`src/rtl/ckpt_pkg.sv`:
```
// Shared types and helpers for the branch checkpoint controller.
// AL_SIZE comes from the core-wide header; it defaults to 32 when that header has not been included.
`ifndef AL_SIZE
`define AL_SIZE 32
`endif

package ckpt_pkg;

  localparam int CKPT_DEPTH   = 8;
  localparam int CKPT_AL_SIZE = `AL_SIZE;
  localparam int CKPT_AL_W    = $clog2(CKPT_AL_SIZE);
  localparam int CKPT_ID_W    = $clog2(CKPT_DEPTH);

  typedef enum logic [1:0] {IDLE, RECOVER, SETTLE} ckpt_state_e;

  typedef logic [CKPT_ID_W-1:0] ckpt_id_t;
  typedef logic [CKPT_AL_W-1:0] al_idx_t;

  // Strictly between lo and hi walking forward round the ring; lo==hi means the whole ring except lo.
  function automatic logic al_in_range(input al_idx_t x, input al_idx_t lo, input al_idx_t hi);
    if (lo < hi)
      return (x > lo) && (x < hi);
    else if (lo > hi)
      return (x > lo) || (x < hi);
    else
      return x != lo;
  endfunction

  function automatic al_idx_t al_inc(input al_idx_t x);
    if (x == al_idx_t'(CKPT_AL_SIZE - 1))
      return '0;
    else
      return x + al_idx_t'(1);
  endfunction

endpackage

```
`src/rtl/ckpt_free_alloc.sv`:
```
// Lowest-index free checkpoint slot finder and full flag.
module ckpt_free_alloc
  import ckpt_pkg::*;
#(
  parameter int DEPTH = CKPT_DEPTH,
  parameter int ID_W  = $clog2(DEPTH)
) (
  input  logic [DEPTH-1:0] valid,
  output logic [ID_W-1:0]  free_id,
  output logic             full
);

  always_comb begin
    free_id = '0;
    full    = &valid;
    for (int i = DEPTH - 1; i >= 0; i--) begin
      if (!valid[i])
        free_id = ID_W'(i);
    end
  end

endmodule

```
`src/rtl/checkpoint_controller.sv`:
```
// Branch checkpoint allocator with mispredict recovery and wrap-aware younger-checkpoint flush.
// Optional CKPT_PERF_CNT_EN adds saturating mispredict and alloc-stall counters.
module checkpoint_controller
  import ckpt_pkg::*;
#(
  parameter int DEPTH = CKPT_DEPTH,
  parameter int AL_W  = CKPT_AL_W,
  parameter int ID_W  = $clog2(DEPTH)
) (
  input  logic             clk,
  input  logic             reset,
  input  logic             alloc_req,
  input  logic [AL_W-1:0]  alloc_al_idx,
  output logic             alloc_ready,
  output logic [ID_W-1:0]  alloc_id,
  input  logic             resolve_valid,
  input  logic [ID_W-1:0]  resolve_id,
  input  logic             resolve_mispred,
  output logic             resolve_ready,
  input  logic [AL_W-1:0]  al_front,
  output logic             recover_valid,
  output logic [AL_W-1:0]  recover_front,
  output logic [DEPTH-1:0] flush_mask,
  output logic [DEPTH-1:0] ckpt_valid
`ifdef CKPT_PERF_CNT_EN
  ,
  output logic [31:0]      perf_mispred_cnt,
  output logic [31:0]      perf_alloc_stall_cnt
`endif
);

  ckpt_state_e      state, state_nxt;
  logic [ID_W-1:0]  free_id;
  logic             full;
  logic             id_live;
  logic             alloc_fire;
  logic             res_clr;
  logic             mis_fire;
  logic [DEPTH-1:0] set_mask;
  logic [DEPTH-1:0] clr_mask;

  logic [AL_W-1:0]  al_list [DEPTH];
  logic [AL_W-1:0]  br_idx_p1;
  logic [AL_W-1:0]  old_front_p1;
  logic [ID_W-1:0]  mis_id_p1;

  ckpt_free_alloc #(
    .DEPTH (DEPTH),
    .ID_W  (ID_W)
  ) u_free_alloc (
    .valid   (ckpt_valid),
    .free_id (free_id),
    .full    (full)
  );

  always_comb begin
    id_live       = ckpt_valid[resolve_id];
    alloc_ready   = (state == IDLE) && !full && !(resolve_valid && resolve_mispred);
    alloc_id      = free_id;
    alloc_fire    = alloc_req && alloc_ready;
    resolve_ready = resolve_valid && (!resolve_mispred || (state == IDLE));
    res_clr       = resolve_valid && !resolve_mispred && id_live;
    mis_fire      = resolve_valid && resolve_mispred && (state == IDLE) && id_live;
    set_mask      = alloc_fire ? (DEPTH'(1) << free_id) : '0;
    clr_mask      = res_clr ? (DEPTH'(1) << resolve_id) : '0;
  end

  always_comb begin
    state_nxt = state;
    case (state)
      IDLE:    if (mis_fire) state_nxt = RECOVER;
      RECOVER: state_nxt = SETTLE;
      SETTLE:  state_nxt = IDLE;
      default: state_nxt = IDLE;
    endcase
  end

  // Stage p1: recovery outputs derived from the context latched at the mispredict
  always_comb begin
    recover_valid = (state == RECOVER);
    recover_front = '0;
    flush_mask    = '0;
    if (state == RECOVER) begin
      recover_front = al_inc(br_idx_p1);
      for (int i = 0; i < DEPTH; i++) begin
        flush_mask[i] = ckpt_valid[i] &&
                        ((ID_W'(i) == mis_id_p1) || al_in_range(al_list[i], br_idx_p1, old_front_p1));
      end
    end
  end

  always_ff @(posedge clk) begin
    if (reset) begin
      state      <= IDLE;
      ckpt_valid <= '0;
    end else begin
      state      <= state_nxt;
      ckpt_valid <= (ckpt_valid | set_mask) & ~clr_mask & ~flush_mask;
    end
  end

  always_ff @(posedge clk) begin
    if (alloc_fire)
      al_list[free_id] <= alloc_al_idx;
    if (mis_fire) begin
      br_idx_p1    <= al_list[resolve_id];
      old_front_p1 <= al_front;
      mis_id_p1    <= resolve_id;
    end
  end

`ifdef CKPT_PERF_CNT_EN
  function automatic logic [31:0] sat_inc(input logic [31:0] v);
    return (v == 32'hFFFF_FFFF) ? v : v + 32'd1;
  endfunction

  always_ff @(posedge clk) begin
    if (reset) begin
      perf_mispred_cnt     <= '0;
      perf_alloc_stall_cnt <= '0;
    end else begin
      if (mis_fire)
        perf_mispred_cnt <= sat_inc(perf_mispred_cnt);
      if (alloc_req && !alloc_ready)
        perf_alloc_stall_cnt <= sat_inc(perf_alloc_stall_cnt);
    end
  end
`endif

endmodule
```
`config.mk`:
```
export PLATFORM = sky130hd
export DESIGN_NAME = checkpoint_controller
export DESIGN_NICKNAME = d
export VERILOG_FILES = /design/src/rtl/ckpt_pkg.sv /design/src/rtl/ckpt_free_alloc.sv /design/src/rtl/checkpoint_controller.sv
export SDC_FILE = /design/constraint.sdc
export NUM_CORES = 1
export LEC_CHECK = 0
export CAP_MARGIN = 20
export CELL_PAD_IN_SITES_DETAIL_PLACEMENT = 0
export CELL_PAD_IN_SITES_GLOBAL_PLACEMENT = 1
export CORE_MARGIN = 1.5
export CORE_UTILIZATION = 47
export DETAILED_ROUTE_END_ITERATION = 8
export PLACE_DENSITY_LB_ADDON = 0.1
export SETUP_SLACK_MARGIN = 0.1
export SYNTH_ARGS = -nofsm -noshare
export SYNTH_HDL_FRONTEND = slang
export SYNTH_SLANG_ARGS = --single-unit
```
`constraint.sdc`:
```
create_clock -name clk -period 3.4 [get_ports clk]
set_input_delay 0.51 -clock clk [delete_from_list [all_inputs] [get_ports clk]]
set_output_delay 0.51 -clock clk [all_outputs]
set_load 0.05 [all_outputs]
```
* After elaboration in Yosys (flattened, before gate mapping)
Memory sizes are Yosys's and may differ from the RTL's. A register that Yosys moved wholly into a read port is not among the register bits.
Cells that the tools add are included.
** Storage, ports and cells
- Flip-flop bits (word level) :: 18
- Bits in writable memories :: 40
- Input bits :: 18
- Word-level logic and storage cells :: 141
- Memories kept :: 1
** Operators by class
- Add/subtract/negate cells :: 1
- Magnitude comparators :: 19
- Equality and inequality tests :: 18
- Shifts and indexed selects :: 2
- Muxes and demuxes :: 43
- Bitwise gates (word level) :: 5
- Reductions and logical operators :: 48
** Memories
- al_list :: depth 8, bits a word 5, rd ports 9, clocked after memory_dff 1, write ports 1, RTL line checkpoint_controller.sv:42 : logic [AL_W-1:0] al_list [DEPTH];
** Operators by type and width (number)
- 5-bit > comparator :: 9
- 5-bit less-than comparator :: 9
- 5-bit inequality test :: 8
- 1-bit 2-to-1 mux :: 27
- 1-bit logical AND :: 25
- 3-bit 2-to-1 mux :: 8
- 8-bit 2-to-1 mux :: 3
- 1-bit logical OR :: 17
- 8-bit bitwise AND :: 2
- 8-bit inverter :: 2
- 1-bit by 3-bit left shift with 8-bit output (first input constant) :: 2
- 3-bit == test (first input constant) :: 4
- 5-bit 2-to-1 mux :: 2
- 8-bit bitwise OR :: 1
- 8-bit AND reduction :: 1
- 2-bit by 3-bit == test with 1-bit output (first input constant) :: 2
- 5-bit by 1-bit adder with 5-bit output (second input constant) :: 1
- 5-bit == test (second input constant) :: 1
- 3-bit by 4-bit less-than comparator with 1-bit output (second input constant) :: 1
- 2-bit case mux with 2 select lines :: 1
- 1-bit binary-select mux with 3-bit select :: 1
- 1-bit by 3-bit == test with 1-bit output (first input constant) :: 1
- 1-bit zero test :: 3
- 3-bit zero test :: 1
- 4 further kinds :: 4

* Longest topological paths before layout
Gate-level depths: netlist of the first run.
- Depth in word-level cells :: 13
- Depth in mapped cells :: 9
- Depth with buffers taken out :: 8

* By module
From an unflattened synthesis of the first run, not the netlist that was laid out.
** Second synthesis, totals
- Cells, all modules :: 432
- Area total of the unflattened synthesis :: 4689.5 um2
** By module, submodules not included
- checkpoint_controller :: instances 1, cells each 419, area an instance 4614.4 um2
- ckpt_free_alloc :: instances 1, cells each 13, area an instance 75.1 um2

* Worst setup path before layout of the first run
No wires, ideal clock.
- Path kind :: register to output
- From :: register old_front_p1[3]
- To :: output port flush_mask[0]
- Arrival :: 2.854 ns
- Data required time :: 2.890 ns
- Setup slack :: 0.036 ns
- Stages on the path, launching flop included :: 9
- Cells stage by stage :: edfxtp_1 inv_1 ha_1 a21o_1 a21oi_1 and2_0 buf_2 a211oi_1 a211oi_1
** On the way
- Word-level cells in the longest chain between the ends :: 8
** Ends and longest elaborated chain
- start, declared :: RTL line checkpoint_controller.sv:44 : logic [AL_W-1:0] old_front_p1;
- start signal, assigned :: RTL line checkpoint_controller.sv:107 : old_front_p1 <= al_front;
- 5-bit less-than comparator :: RTL line ckpt_pkg.sv:22, ckpt_pkg.sv:24
- 1-bit logical OR :: RTL line ckpt_pkg.sv:24 : return (x > lo) || (x < hi);
- 1-bit 2-to-1 mux :: RTL line ckpt_pkg.sv:23 : else if (lo > hi)
- 1-bit 2-to-1 mux (*) :: RTL line ckpt_pkg.sv:21 : if (lo < hi)
- 1-bit 2-to-1 mux (*) :: RTL line checkpoint_controller.sv:83 : if (state == RECOVER) begin
- 1-bit logical OR (*) :: RTL line checkpoint_controller.sv:87 : ((ID_W'(i) == mis_id_p1) || al_in_range(al_list[i], br_idx_p1, old_front_p1));
- 1-bit logical AND (*) :: RTL line checkpoint_controller.sv:86 : flush_mask[i] = ckpt_valid[i] &&
- 8-bit 2-to-1 mux (*) :: RTL line checkpoint_controller.sv:83
- end, declared :: RTL line checkpoint_controller.sv:23 : output logic [DEPTH-1:0] flush_mask,
Mark *: on every way between the ends. The rest lies on a longest branch, timed or not. The select of a mux whose other input is x is not followed.

* Worst setup path after layout of the first run
- From :: register br_idx_p1[4] (read register of al_list)
- To :: output port flush_mask[7]
** On the way
- Word-level cells in the longest chain between the ends :: 8
** Ends and longest elaborated chain
- start, declared :: RTL line checkpoint_controller.sv:43 : logic [AL_W-1:0] br_idx_p1;
- 5-bit > comparator :: RTL line ckpt_pkg.sv:22, ckpt_pkg.sv:24
- 1-bit logical OR :: RTL line ckpt_pkg.sv:24
- 1-bit 2-to-1 mux :: RTL line ckpt_pkg.sv:23
- 1-bit 2-to-1 mux (*) :: RTL line ckpt_pkg.sv:21
- 1-bit 2-to-1 mux (*) :: RTL line checkpoint_controller.sv:83
- 1-bit logical OR (*) :: RTL line checkpoint_controller.sv:87
- 1-bit logical AND (*) :: RTL line checkpoint_controller.sv:86
- 8-bit 2-to-1 mux (*) :: RTL line checkpoint_controller.sv:83
Marked as above.

==> results of run 1 <==
power groups by stage:
stage               clock network, mW  logic, mW  registers [mW]
floorplan                           0     0.0946           0.875
CTS                             0.685      0.161           0.857
global placement                    0      0.158           0.875
finish                          0.679      0.164           0.858
detailed placement                  0      0.160           0.875
global route                    0.722      0.177           0.859
per-layer routing:
layer	GRT usage	vias up	wire length, microns
met5	0	-	0
met4	0.08234	0	200
met3	0.05098	17	877
met2	0.4476	132	6917
met1	0.3619	1957	6117
li1	-	1854	-
what timing repair did:
| item | in CTS | in global routing |
|---|---|---|
| setup endpoints to repair | 7 | 11 |
| setup buffers | 8 | 3 |
| pin swaps | 0 | 7 |
| resized for setup | 12 | 21 |
logic make-up after synthesis:
logic type      after synthesis  synth area share
xor+xnor                      2          0.003672
buf+inv                      42           0.04301
simple gates                133            0.1458
fa+ha+maj                    79            0.2072
flops                        63            0.3756
compound gates              105            0.1519
mux                          17           0.07291
through the flow:
step	instances	util	instance area (sq um)
4_1_cts	650	0.5934	5827
3_3_place_gp	626	0.5619	5518
3_5_place_dp	626	0.5619	5518
2_1_floorplan	441	-	4776
6_report	653	0.6053	5943
5_1_grt	653	0.6053	5943
worst register-to-register path, stage by stage, from the launching register on:
cell and delay [ns]:
edfxtp_1 0.40, clkinvlp_4 0.27, buf_4 0.22, ha_1 0.30, a211oi_1 0.21, o221a_2 0.24
a31oi_1 0.10, o311ai_1 0.29, a21oi_2 0.12, buf_4 0.16, a2111oi_2 0.18
sequential cells by signal, summed over array words and instances, names as in the netlist:
name and cells:
state 2, al_list 40, old_front_p1 5, mis_id_p1 3
br_idx_p1 5, ckpt_valid 8
cells in the final DEF (no fill, tap or decap), types with 4 or more instances in the layout:
| cell | n |
|---|---|
| and2_1 | 7 |
| buf_4 | 33 |
| inv_1 | 24 |
| clkbuf_8 | 12 |
| a211oi_1 | 4 |
| a21o_1 | 7 |
| a31oi_1 | 11 |
| a2111oi_2 | 4 |
| nor2_1 | 25 |
| and3_1 | 10 |
| mux4_2 | 6 |
| nor3_1 | 9 |
| clkdlybuf4s50_1 | 33 |
| ha_1 | 76 |
| dfxtp_1 | 10 |
| nand2b_1 | 5 |
| nand3_1 | 14 |
| nand2_1 | 31 |
| mux2_2 | 4 |
| nor2b_1 | 11 |
| buf_12 | 7 |
| o21ai_0 | 18 |
| nand4_1 | 4 |
| edfxtp_1 | 53 |
| a21oi_1 | 24 |
| mux4_1 | 6 |
final timing paths:
| check | start | end | slack [ns] |
|---|---|---|---|
| setup / recovery | br_idx_p1[4] | flush_mask[7] | 0.11 |
| hold / removal | ckpt_valid[7] | ckpt_valid[7] | 0.59 |
| setup reg to reg | br_idx_p1[2] | ckpt_valid[6] | 0.81 |
| hold reg to reg | ckpt_valid[7] | ckpt_valid[7] | 0.59 |
final cells by class:
class	instances	area, sq um	area share
inverter	29	118.9	0.02000
clock buffer	14	193.9	0.03263
clock inverter	2	10.01	0.001684
sequential	63	1792	0.3015
multi-input combinational	336	2907	0.4891
timing repair buffer	76	755.7	0.1272
tap	133	166.4	0.02800
==> flow_summary.toml, run 1 <==
[place]
hpwl_mm = 10.81
port_buffers = 44
globalplace.congestion = 0.8986
place_ws_ns = 0.2697

[pwr]
p_total_mw = 1.701
intPower_mw = 1.286
p_comb_frac = 0.097
seqPwrFrac = 0.504
ir_worst_vdd_uv = 173.2
pwr-share-clk = 0.399
power_switching_mw = 0.4145
p_sw_frac = 0.2437
powerDensity_mw_per_mm2 = 286.2
p_leak_nw = 2.456

[floorplanning]
die_y_microns = 103.8
rows = 36
die_w_microns = 103.8
start_util = 0.4859
die-area_sq_mm = 0.01076
ioPinCount = 45
core_area_sq_mm = 0.009819

[timing]
rsz0062_at_grt = "yes"
hold_viol_final = 0
slew_headroom = 0.4965
whs_ns = 0.5894
setup_viol = 0
period_share = 0.9670
period_minus_slack_ns = 3.288
tightest_slew_ns = 0.7536
report.final.slew_viol_count = 0
setup_tns_ns = 0
fin_skew_ns = 0.009652
fin_ws_ns = 0.1121
max_freq_ghz = 0.3041

[grt]
grt_pass1_wl_mm = 21.98
grt_pass1_vias = 4015
antenna_found_initial = 0
grt_overflow = 0
grt_max_degree = 18
grt_usage = 0.2709

[worst_setup_path]
startpoint_type = "register"
path_max_fanout = 3
crit_path_max_incr_delay_ns = 0.48
required_ns = 2.89
r2r_cells = 10
cp_top_family = "simple AND/OR/NAND/NOR gates"
end_kind = "output pin"
critPathSlowestCell = "edfxtp_1"
crit_type = "reg2out"
crit_cells = 9
path_cells = "ha_1 > and3_1 > and3_1 > a21oi_2 > buf_4 > o221a_2 > nand2b_4 > and3_4 > buf_12"
worstPathArrival_ns = 2.78
critPathBufInv = 2
cp_common_cell = "and3_1"

[detailed_routing]
drcViolationCount = 0
ant_nets = 0
wl_per_cell_microns = 21.61
firstDrtPassIters = 5
drt_iter0_drc = 337
via_per_inst = 6.064
vias = 3960
finalWirelength_mm = 14.11

[synth]
synth_ff_type = "edfxtp_1"
synth_top_area_frac = 0.3336
yosys-top-cells-area = "edfxtp_1 33%, ha_1 21%, dfxtp_1 4.2%, mux4_1 3.3%, a21oi_1 2.8%"
synth_cells = 441
syn_area_per_cell_sq_um = 10.82
yosysWarnings = 0
synth_seq_area_share = 0.3756
async_flop_share = 0
synth_edf_count = 53
synth.largest_area_cell = "edfxtp_1"
ys_seq_elements = 63
yosysMostFrequentCell = "ha_1"
syn_nets = 538
syn_area_sq_mm = 0.004771
yosys.cell_types.count = 60
synth_commonest_cells = "79 x ha_1, 53 x edfxtp_1, 31 x nand2_1, 29 x inv_1, 27 x a21oi_1"

[cts]
cts_tree = "done"
numCtsBuffers = 9
clock_latency_ns = 0.36
htree_levels = 3
root_buffer = "clkbuf_8"
clkSinkCount = 63
clk_pin_slew_ns = 0.07
ctsHoldBuffers = 0
cts_buffer_depth = 2

[cells_and_area]
synthToLayoutAreaGrowth_pct = 24.57
n_antenna_cell = 0
fillCellCount = 884
drive_gt1_frac = 0.1904
layout.nets = 612

[hold_path]
holdPathStages = 2
hp-class = "reg2reg"

[outcome]
status = "completed"

[flow_run]
maxCapViolations = 0
Power figures use the tool's default switching activity.
==> run 2: changes to the inputs <==
CORE_UTILIZATION = 30   (was 47)
==> flow_summary.toml, run 2 (synthesis results as in run 1) <==
[outcome]
status = "completed"

[hold_path]
hp-class = "reg2reg"

[cells_and_area]
synthToLayoutAreaGrowth_pct = 30.16
reg.largest.list = "al_list x40, ckpt_valid x8"
final_common_cell = "ha_1"
final_cell_mix = "77 x ha_1, 53 x edfxtp_1, 36 x clkdlybuf4s50_1, 36 x buf_4, 31 x nand2_1"
instances_no_fill = 737
top_register = "al_list"
multi_input_area_sq_mm = 0.002937
n_antenna_cell = 0
fillCellCount = 1495
layout.nets = 618
largest_reg_flops = 40
ff_latch_area_sq_mm = 0.001792
utilization = 0.4040
drive_gt1_frac = 0.2091

[cts]
numCtsBuffers = 9
root_buffer = "clkbuf_16"
ctsHoldBuffers = 0
cts_tree = "done"
htree_levels = 3
clkSinkCount = 63
clk_pin_slew_ns = 0.06
clock_latency_ns = 0.34
cts_buffer_depth = 2

[timing]
max_freq_ghz = 0.3081
fin_skew_ns = 0.008583
period_minus_slack_ns = 3.245
hold_viol_final = 0
tightest_slew_ns = 0.5887
rsz0062_at_grt = "yes"
fin_ws_ns = 0.1548
setup_viol = 0
slew_headroom = 0.6061
period_share = 0.9545
report.final.slew_viol_count = 0

[worst_setup_path]
crit_type = "reg2out"
critPathSlowestCell = "edfxtp_1"
cp_top_family = "compound AO/OA/AOI/OAI gates"
crit_path_max_incr_delay_ns = 0.45
required_ns = 2.89
startpoint_type = "register"
end_kind = "output pin"
worstPathArrival_ns = 2.74
path_max_fanout = 7
critPathBufInv = 3
path_cells = "clkinvlp_4 > ha_1 > nor2b_1 > o21ai_0 > a21oi_2 > o32ai_2 > o21ai_1 > buf_4 > and3_1 > buf_12"
rrSetupSlack_ns = 0.77

[detailed_routing]
wl_per_cell_microns = 21.50
firstDrtPassIters = 4
via_per_inst = 5.366
drt_iter0_drc = 263
drcViolationCount = 0
ant_nets = 0
finalWirelength_mm = 15.84
vias = 3955

[grt]
grt_usage = 0.2022
grt_pass1_wl_mm = 24.11
grt_max_degree = 16
antenna_found_initial = 0
grt_pass1_vias = 4145
grt_overflow = 0

[floorplanning]
rows = 45
ioPinCount = 45
core_area_sq_mm = 0.01537
start_util = 0.3104
die_y_microns = 129.1
die-area_sq_mm = 0.01667
die_w_microns = 129.1

[place]
placed_cells_incl_taps = 707
globalplace.congestion = 0.8644
hpwl_mm = 12.19
port_buffers = 44
place_ws_ns = 0.2912

[pwr]
powerDensity_mw_per_mm2 = 317.5
p_leak_nw = 2.478
ir_worst_vdd_uv = 268.0

[flow_run]
maxCapViolations = 0
[run 2: cell types whose count changed in the layout (fill, tap and decap cells not counted), moves of 3 or more]
cell | before | now
clkbuf_8 | 12 | 0
clkbuf_16 | 1 | 9
buf_4 | 33 | 36
buf_6 | 0 | 3
clkdlybuf4s50_1 | 33 | 36
dlymetal6s2s_1 | 3 | 0
[run 2: area by class of cell]
cell class | instances | area share
clock buffers | 9 | 0.03627
clock inverters | 7 | 0.01148
inverters | 29 | 0.01874
multi-input cells | 336 | 0.4729
flip-flops and latches | 63 | 0.2885
well taps | 211 | 0.04251
repair buffers | 82 | 0.1296
[run 2: worst paths after layout]
check / startpoint / cells after the start / to
max: br_idx_p1[1] / 10 / flush_mask[2]
min: ckpt_valid[7] / 2 / ckpt_valid[7]
max reg2reg: br_idx_p1[1] / 11 / ckpt_valid[6]
min reg2reg: ckpt_valid[7] / 2 / ckpt_valid[7]
[run 2: tightest hold or removal path, cell delays in order, from the launching register on]
cell and delay [ns]:
dfxtp_1 0.38, nand3_1 0.10, o21ai_1 0.05
[run 2: where the power goes]
part | internal (mW) | total, mW | switching, mW
logic | 0.0751 | 0.173 | 0.0979
clock network | 0.567 | 0.939 | 0.372
registers | 0.848 | 0.860 | 0.0118
total | 1.49 | 1.97 | 0.482
[run 2: per-layer routing]
layer / up-vias / part of all wire / global-route usage
met2: 96 / 0.47 / 0.3301
li1: 1874 / - / -
met3: 25 / 0.049 / 0.04005
met1: 1960 / 0.46 / 0.2680
met5: - / 0 / 0
met4: 0 / 0.021 / 0.06874
[run 2: what timing repair did]
item | 4_1_cts | 5_1_grt
gates resized for setup | 18 | 22
cloned | 0 | 0
setup endpoints to repair | 7 | 7
setup buffers | 6 | 8
endpoints found under the hold margin | 0 | 0
pin swaps | 2 | 14
[run 2: stage by stage]
step           area, sq um  hold slack [ns]  power (mW)    TNS [ns]
2_1_floorplan         4776           0.5922      0.9697           0
3_3_place_gp          5638           0.5692       1.042           0
3_5_place_dp          5638           0.5608       1.042           0
4_1_cts               6048           0.5695       1.993           0
5_1_grt               6210           0.6332       2.037  -0.0005020
6_report              6210           0.5786       1.972           0
==> run 3: changes to the inputs <==
CORE_UTILIZATION = 52   (was 30)
DONT_BUFFER_PORTS = 1   (was unset)
==> flow_summary.toml, run 3 (synthesis results as in run 1) <==
[worst_setup_path]
rrSetupSlack_ns = 0.88
cp_top_family = "compound AO/OA/AOI/OAI gates"
worstPathArrival_ns = 2.67
r2r-end = "ckpt_valid[0]"
startpoint_type = "register"
required_ns = 2.89
end_kind = "output pin"
path_cells = "inv_4 > ha_1 > a211o_1 > a221o_1 > and2_1 > o221a_2 > nand2b_1 > and3_1 > buf_6"
critPathSlowestCell = "edfxtp_1"
r2r_cells = 8
worstReg2RegStart = "br_idx_p1[4]"
path_max_fanout = 6
critPathBufInv = 2
crit_type = "reg2out"
crit_path_max_incr_delay_ns = 0.46

[cts]
clock_latency_ns = 0.35
clk_pin_slew_ns = 0.08
root_buffer = "clkbuf_8"
htree_levels = 3
cts_buffer_depth = 2
cts_tree = "done"
clkSinkCount = 63
numCtsBuffers = 9

[hold_path]
holdPathStages = 1
min_from = "reset"
min_to = "state[0]"
hp-class = "in2reg"

[cells_and_area]
final_common_cell = "ha_1"
stdcell_area_sq_mm = 0.005395
final_cell_mix = "79 x ha_1, 53 x edfxtp_1, 36 x buf_4"
top_register = "al_list"
fillCellCount = 745
largest_reg_flops = 40
layout.nets = 575
reg.largest.list = "al_list x40, ckpt_valid x8"
drive_gt1_frac = 0.1884
synthToLayoutAreaGrowth_pct = 13.09
n_antenna_cell = 0

[grt]
grt_pass1_wl_mm = 21.37
grt_max_degree = 19
grt_overflow = 0
antenna_found_initial = 0
grt_pass1_vias = 3862
grt_usage = 0.2939

[floorplanning]
ioPinCount = 45
die_w_microns = 98.79
rows = 34
core_area_sq_mm = 0.008806
die-area_sq_mm = 0.009758
die_y_microns = 98.79
start_util = 0.5418

[detailed_routing]
drt_iter0_drc = 249
wl_per_cell_microns = 23.03
vias = 3760
firstDrtPassIters = 7
drcViolationCount = 1
via_per_inst = 6.362
finalWirelength_mm = 13.61
ant_nets = 0

[pwr]
p_total_mw = 1.638
powerDensity_mw_per_mm2 = 303.5
p_leak_nw = 2.245
ir_worst_vdd_uv = 225.5

[outcome]
status = "complete, but fails checks"
violations = "DRC"

[flow_run]
maxCapViolations = 0

[timing]
tightest_slew_ns = 0.8211
rsz0062_at_grt = "yes"
hold_viol_final = 0
period_minus_slack_ns = 3.182
setup_tns_ns = 0
fin_skew_ns = 0.01258
max_freq_ghz = 0.3143
slew_headroom = 0.4519
setup_viol = 0
period_share = 0.9359
report.final.slew_viol_count = 0

[place]
port_buffers = 0
place_area_sq_mm = 0.005074
globalplace.congestion = 0.9539
hpwl_mm = 10.59
## run 3: cell count changes in the layout (fill, tap and decap cells not counted), moves of 5 or more
| cell | previous run | this run |
|---|---|---|
| buf_12 | 7 | 2 |
| clkbuf_16 | 9 | 0 |
| clkbuf_8 | 0 | 9 |
| clkdlybuf4s50_1 | 36 | 0 |
## run 3: where the power goes
group	switching (mW)	total, mW	internal [mW]
clock	0.325	0.665	0.339
combinational	0.0681	0.118	0.0499
sequential	0.00805	0.855	0.847
## run 3: metal layers
layer  GRT usage  share of wire  routed length [microns]  up-vias
li1            -              -                        -     1779
met1      0.3964           0.43                     5915     1840
met2      0.4928           0.49                     6678      119
met3     0.03830          0.051                      698       22
met4     0.09560          0.023                      318        0
met5           0              0                        0        -
## run 3: worst max path at each step
stage	endpoint	cells after the start	start	slack (ns)
after detailed placement	flush_mask[3]	10	br_idx_p1[2]	0.35
after global routing	flush_mask[3]	11	br_idx_p1[4]	0.03
after global placement	flush_mask[3]	10	br_idx_p1[2]	0.31
final	flush_mask[7]	9	br_idx_p1[2]	0.22
after CTS	flush_mask[3]	11	br_idx_p1[4]	0.03
after floorplan	flush_mask[5]	8	old_front_p1[3]	0.33
## run 3: stage by stage
stage                     hold WS (ns)  utilization  worst slack (ns)  std cells
after floorplan                 0.5922            -            0.3282        441
after global placement          0.5839       0.5762            0.3101        568
after detailed placement        0.5847       0.5762            0.3465        568
after CTS                       0.2172       0.5997           0.02977        584
after global routing            0.2099       0.6127           0.02757        591
final                           0.2226       0.6127            0.2180        591
## run 3: worst register-to-register path, delay by kind of cell (launching register included)
kind / cells / cell delay, ns
flip-flops: 1 / 0.44
AND/OR/NAND/NOR: 3 / 0.82
adder cells (fa/ha/maj): 1 / 0.37
buffers and inverters: 1 / 0.20
AO/OA/AOI/OAI: 3 / 0.61
## run 3: cell type report
class                      instances  area [sq um]  area share
multi-input combinational        336          2839      0.5262
sequential                        63          1792      0.3321
timing repair buffer              39         321.6     0.05960
tap                              108         135.1     0.02505
clock buffer                       9         123.9     0.02296
inverter                          29         111.4     0.02064
clock inverter                     7         72.57     0.01345
## run 3: timing repair
| action | CTS | global route |
|---|---|---|
| endpoints found under the setup margin | 5 | 5 |
| endpoints found under the hold margin | 0 | 0 |
| hold buffers | 0 | 0 |
| setup buffers | 0 | 7 |
| pin swaps | 0 | 2 |
| resized for setup | 5 | 18 |
